**config.mk**
```make
export PLATFORM = sky130hd
export DESIGN_NAME = hearts_display
export DESIGN_NICKNAME = d
export VERILOG_FILES = /design/src/rtl/hearts_display.sv
export SDC_FILE = /design/constraint.sdc
export NUM_CORES = 1
export LEC_CHECK = 0
export CAP_MARGIN = 20
export CORE_MARGIN = 3
export CORE_UTILIZATION = 40
export CTS_BUF_LIST = sky130_fd_sc_hd__clkbuf_2 sky130_fd_sc_hd__clkbuf_4 sky130_fd_sc_hd__clkbuf_8
export DETAILED_ROUTE_END_ITERATION = 7
export GPL_ROUTABILITY_DRIVEN = 0
export PLACE_DENSITY = 0.66
export SLEW_MARGIN = 0
export SYNTH_ARGS = -nofsm -noshare
export SYNTH_HDL_FRONTEND = slang
export SYNTH_SLANG_ARGS = --single-unit
```
**constraint.sdc**
```tcl
create_clock -name clk -period 2.4 [get_ports clk]
set_input_delay 0.48 -clock clk [delete_from_list [all_inputs] [get_ports clk]]
set_output_delay 0.48 -clock clk [all_outputs]
set_load 0.1 [all_outputs]
```
**src/rtl/hearts_display.sv**
```systemverilog
`default_nettype none
// ============================================================================
//  Module   : hearts_display
//  Purpose  : Player lives tracker with hit invulnerability/blink window and a
//             registered 16x16 heart-row renderer for the VGA object mux.
//  Revision : 1.0  initial release
// ============================================================================
module hearts_display #(
    parameter int         INIT_LIVES    = 3,
    parameter int         MAX_LIVES     = 5,
    parameter int         HEART_X0      = 16,
    parameter int         HEART_Y0      = 16,
    parameter int         HEART_GAP     = 4,
    parameter int         INVULN_FRAMES = 60,
    parameter int         BLINK_FRAMES  = 8,
    parameter logic [7:0] HEART_COLOR   = 8'hE0
) (
    input  logic        clk,
    input  logic        resetN,
    input  logic [10:0] pixelX,
    input  logic [10:0] pixelY,
    input  logic        startOfFrame,
    input  logic        hit,
    input  logic        addLife,
    input  logic        gameRestart,
    output logic        heartDrawingRequest,
    output logic [7:0]  heartRGB,
    output logic [3:0]  livesCount,
    output logic        gameOver
);

    localparam int PITCH = 16 + HEART_GAP;
    localparam int IW    = $clog2(INVULN_FRAMES + 1);
    localparam int BW    = $clog2(BLINK_FRAMES + 1);

    typedef enum logic [1:0] {
        ST_IDLE      = 2'd0,
        ST_HURT      = 2'd1,
        ST_GAME_OVER = 2'd2
    } state_t;

    state_t          state_q, state_d;
    logic [3:0]      lives_q, lives_d;
    logic [IW-1:0]   invuln_q, invuln_d;
    logic [BW-1:0]   blink_q, blink_d;
    logic            blink_on_q, blink_on_d;
    logic            draw_q, draw_d;
    logic [7:0]      rgb_q;
    logic            game_over_q;

    logic [3:0]      lives_inc;
    logic [10:0]     slot_x;
    logic [3:0]      row_idx;
    logic [3:0]      col_idx;
    logic [15:0]     row_bits;
    logic            y_in;

    // Row word: bit 15 is column 0 (leftmost pixel).
    function automatic logic [15:0] heart_row(input logic [3:0] r);
        case (r)
            4'd1:    heart_row = 16'h381C;
            4'd2:    heart_row = 16'h7C3E;
            4'd3:    heart_row = 16'hFE7F;
            4'd4:    heart_row = 16'hFFFF;
            4'd5:    heart_row = 16'hFFFF;
            4'd6:    heart_row = 16'hFFFF;
            4'd7:    heart_row = 16'h7FFE;
            4'd8:    heart_row = 16'h3FFC;
            4'd9:    heart_row = 16'h1FF8;
            4'd10:   heart_row = 16'h0FF0;
            4'd11:   heart_row = 16'h07E0;
            4'd12:   heart_row = 16'h03C0;
            4'd13:   heart_row = 16'h0180;
            default: heart_row = 16'h0000;
        endcase
    endfunction

    assign lives_inc = (lives_q < 4'(MAX_LIVES)) ? lives_q + 4'd1 : lives_q;

    always_comb begin
        state_d    = state_q;
        lives_d    = lives_q;
        invuln_d   = invuln_q;
        blink_d    = blink_q;
        blink_on_d = blink_on_q;
        if (gameRestart) begin
            state_d    = ST_IDLE;
            lives_d    = 4'(INIT_LIVES);
            invuln_d   = '0;
            blink_d    = '0;
            blink_on_d = 1'b0;
        end else begin
            case (state_q)
                ST_IDLE: begin
                    if (hit) begin
                        if (lives_q > 4'd1) begin
                            state_d    = ST_HURT;
                            lives_d    = lives_q - 4'd1;
                            invuln_d   = IW'(INVULN_FRAMES);
                            blink_d    = BW'(BLINK_FRAMES);
                            blink_on_d = 1'b1;
                        end else begin
                            state_d = ST_GAME_OVER;
                            lives_d = 4'd0;
                        end
                    end else if (addLife) begin
                        lives_d = lives_inc;
                    end
                end
                ST_HURT: begin
                    if (addLife) begin
                        lives_d = lives_inc;
                    end
                    if (startOfFrame) begin
                        invuln_d = invuln_q - IW'(1);
                        blink_d  = blink_q - BW'(1);
                        if (blink_q <= BW'(1)) begin
                            blink_on_d = ~blink_on_q;
                            blink_d    = BW'(BLINK_FRAMES);
                        end
                        if (invuln_q <= IW'(1)) begin
                            invuln_d = '0;
                            state_d  = ST_IDLE;
                        end
                    end
                end
                default: begin
                    state_d = ST_GAME_OVER;
                end
            endcase
        end
    end

    assign y_in     = (pixelY >= 11'(HEART_Y0)) && (pixelY < 11'(HEART_Y0 + 16));
    assign row_idx  = 4'(pixelY - 11'(HEART_Y0));
    assign row_bits = heart_row(row_idx);

    // Slot under the pixel is found by comparing against each slot's span.
    always_comb begin
        draw_d  = 1'b0;
        slot_x  = '0;
        col_idx = '0;
        for (int i = 0; i < MAX_LIVES; i++) begin
            slot_x = 11'(HEART_X0 + i * PITCH);
            if (y_in && (pixelX >= slot_x) && (pixelX < slot_x + 11'd16)) begin
                col_idx = 4'(pixelX - slot_x);
                if (row_bits[~col_idx] &&
                    ((4'(i) < lives_q) ||
                     ((state_q == ST_HURT) && (4'(i) == lives_q) && blink_on_q))) begin
                    draw_d = 1'b1;
                end
            end
        end
    end

    always_ff @(posedge clk or negedge resetN) begin
        if (!resetN) begin
            state_q     <= ST_IDLE;
            lives_q     <= 4'(INIT_LIVES);
            invuln_q    <= '0;
            blink_q     <= '0;
            blink_on_q  <= 1'b0;
            draw_q      <= 1'b0;
            rgb_q       <= 8'h00;
            game_over_q <= 1'b0;
        end else begin
            state_q     <= state_d;
            lives_q     <= lives_d;
            invuln_q    <= invuln_d;
            blink_q     <= blink_d;
            blink_on_q  <= blink_on_d;
            draw_q      <= draw_d;
            rgb_q       <= draw_d ? HEART_COLOR : 8'h00;
            game_over_q <= (lives_d == 4'd0);
        end
    end

    assign heartDrawingRequest = draw_q;
    assign heartRGB            = rgb_q;
    assign livesCount          = lives_q;
    assign gameOver            = game_over_q;

endmodule
`default_nettype wire

```
==> results of run 1 <==
## metrics by stage
step	setup TNS (ns)	instance area, um2	utilization
after detailed placement	-0.00248	2250	0.540
after global placement	0	2250	0.540
after CTS	0	2300	0.552
final	0	2300	0.552
after global routing	0	2300	0.552
after floorplan	0	1840	-
## report_power, final
part | leakage [nW] | total, mW | internal [mW] | switching (mW)
sequential | 0.244 | 0.501 | 0.413 | 0.0883
clock | 0.0262 | 0.235 | 0.129 | 0.106
combinational | 0.705 | 0.855 | 0.337 | 0.518
## critical path, cell delays in order (launching register included)
cell,delay (ns)
dfstp_4,0.67
inv_1,0.07
ha_2,0.25
nor2_8,0.11
o22ai_2,0.09
a211o_1,0.35
or4_1,0.48
a21oi_1,0.15
## final cells by class
cell class | count | share of cell area
Clock buffer | 4 | 0.0212
Multi-Input combinational cell | 192 | 0.519
Tap cell | 50 | 0.0272
Sequential cell | 19 | 0.211
Inverter | 14 | 0.0228
Timing Repair Buffer | 52 | 0.199
## per-layer routing
layer	vias to the layer above	global-route usage	wire length, um
li1	947	-	-
met1	869	0.238	2120
met2	47	0.253	1950
met3	4	0.0219	178
met4	0	0.0483	34
met5	-	0	0
## sequential cells by signal, indices dropped and copies added (netlist names)
name	count
invuln_q	6
blink_q	4
livesCount	4
state_q	2
blink_on_q	1
gameOver	1
heartRGB	1
## worst max-delay path by stage
stage,slack [ns],to,depth (start not counted)
final,0.15,invuln_q[0],7
after global routing,0.02,heartRGB[6],8
after CTS,0.1,invuln_q[0],7
after detailed placement,-0.002,heartRGB[6],8
after global placement,0.01,heartRGB[6],8
after floorplan,0.003,invuln_q[1],7
## cells by family (layout without fill, tap and decap cells)
group | count (synthesis) | count (layout) | share of synthesized area
adders and majority gates | 13 | 13 | 0.0884
AOI/OAI and AO/OA | 70 | 70 | 0.261
DFF | 19 | 19 | 0.264
buffers and inverters | 31 | 70 | 0.0856
muxes | 1 | 1 | 0.00553
other | 1 | 5 | 0.00207
and+or+nand+nor | 103 | 103 | 0.294
## cell usage in the layout, fill, tap and decap left out, types with 2 or more instances in the layout
cell type,synthesis,final
clkdlybuf4s50_1,0,27
o21a_1,2,2
nand4_1,3,3
o22ai_1,3,3
a211oi_1,5,5
o22a_1,4,4
ha_1,12,11
a2111oi_0,2,2
and3b_1,2,2
dfrtp_1,17,17
or3_1,2,2
nand2_1,21,21
o41ai_1,2,2
o31ai_1,3,3
or2_2,2,2
inv_1,14,14
o211ai_1,2,2
or4_1,3,3
or2b_1,2,2
clkbuf_8,0,3
nor2_1,26,26
conb_1,1,5
dfstp_4,0,2
a21oi_1,20,20
nand3_1,8,8
a221o_1,2,2
nor3_1,15,15
nor2b_1,5,5
nor4_1,5,5
buf_4,9,25
a311oi_1,2,2
nand2b_1,3,3
o21ai_0,11,11
a211o_1,2,2
==> results.yml, run 1 <==
yosys:
  synth_seq_cells: 19
  synth_top_area_share: 0.235
  syn_inst: 238
  yosysUniqueCellTypes: 52
  synthesis.area_mm2: 0.00181
  yosys_warnings: 0
  yosys-top-cells-area: "dfrtp_1, ha_1, a21oi_1"
  synth_ff_type: "dfrtp_1"
  syn_avg_cell_area_um2: 7.61
  ys_seq_area_frac: 0.264
  yosys.area.top_type: "dfrtp_1"
  synth_common_cells: "nor2_1, nand2_1, a21oi_1"
  synth_edf_count: 0
  async_reset_ff_frac: 1.00
  yosysMostFrequentCell: "nor2_1"
flow_run:
  maxCapViolations: 0
setup_path:
  ff2ff_path_depth: 7
  r2r_end: "invuln_q[0]"
  cp_data_required_time_ns: 2.58
  crit_type: "flip-flop to flip-flop"
  critPathLaunchType: "flip-flop"
  cp_data_arrival_time_ns: 2.43
  worst-r2r-setup-slack_ns: 0.15
  rr_startpoint: "livesCount[0]"
  crit_path_start: "livesCount[0]"
  crit_path_end_kind: "flip-flop"
  crit_fanout: 9
global_routing:
  overflow: 0
  grt_pass1_vias: 1602
  grt_pass1_wl_um: 7160
  grt_util_all_layers: 0.164
  grt_antenna_before_repair: 0
  grt_max_degree: 15
layout:
  diodes: 0
  nNetsFinal: 322
  post_layout_nonfiller_instances: 331
  drive_above_1_share: 0.139
  nFillCells: 404
  regArea_um2: 485
  synthToLayoutAreaGrowth_pct: 27.1
  multi_input_area_mm2: 0.00120
clocking:
  clkLatencyLatePin_ns: 0.26
  htree_levels: 1
  cts_tree: "done"
  ctsLongestPathBuffers: 2
  cts_setup_buffers: 0
  cts.sinks: 19
  cts.clk_slew.worst_paths_ns: 0.07
  hold_buffers: 0
  cts_resized: 0
  cts_root_buf: "clkbuf_8"
  cts_buffers: 3
detailed_routing:
  ant_nets: 0
  first_pass_iters: 4
  drc: 0
  drt-wirelength-per-cell_um: 12.9
  dr.first_iter.drc_count: 122
  via_count: 1867
  totalWireLength_um: 4290
  vias_per_cell: 5.64
place:
  port_buffers: 36
  dp_cells: 327
  hpwl_um: 3430
  post-place-ws_ns: -0.00248
worst_hold_path:
  hold_path_class: "input port to async pin"
timing:
  post-route-period-util: 0.939
  worst_pin_slew_ns: 0.622
  slew_headroom: 0.581
  worst_hold_slack_ns: 0.529
  max_freq_mhz: 444
  hold_viol: 0
  skew_ns: 0.00312
  fin_ws_ns: 0.146
  rsz0062_at_grt: "false"
  period_needed_ns: 2.25
  finalSetupViolCount: 0
  slew_violations: 0
power_and_ir_drop:
  vdd_drop_max_mv: 0.645
  totalPowerFinal_mw: 1.59
  power.density_mw_per_mm2: 691
  p_leak_nw: 0.975
floorplanning:
  io_pins: 42
  dieArea_mm2: 0.00537
  fp.dieW_um: 73.3
  fp.dieH_um: 73.3
  start_util: 0.434
  core_mm2: 0.00417
  row_count: 23
run_status:
  status: "complete, no violations"
Power figures use the tool's default switching activity.
==> inputs of run 2 (changes only) <==
- CTS_CLUSTER_DIAMETER: unset -> 30
- GPL_ROUTABILITY_DRIVEN: 0 -> unset
==> results of run 2 <==
Final layout, timing and power as in run 1 (identical DEF).
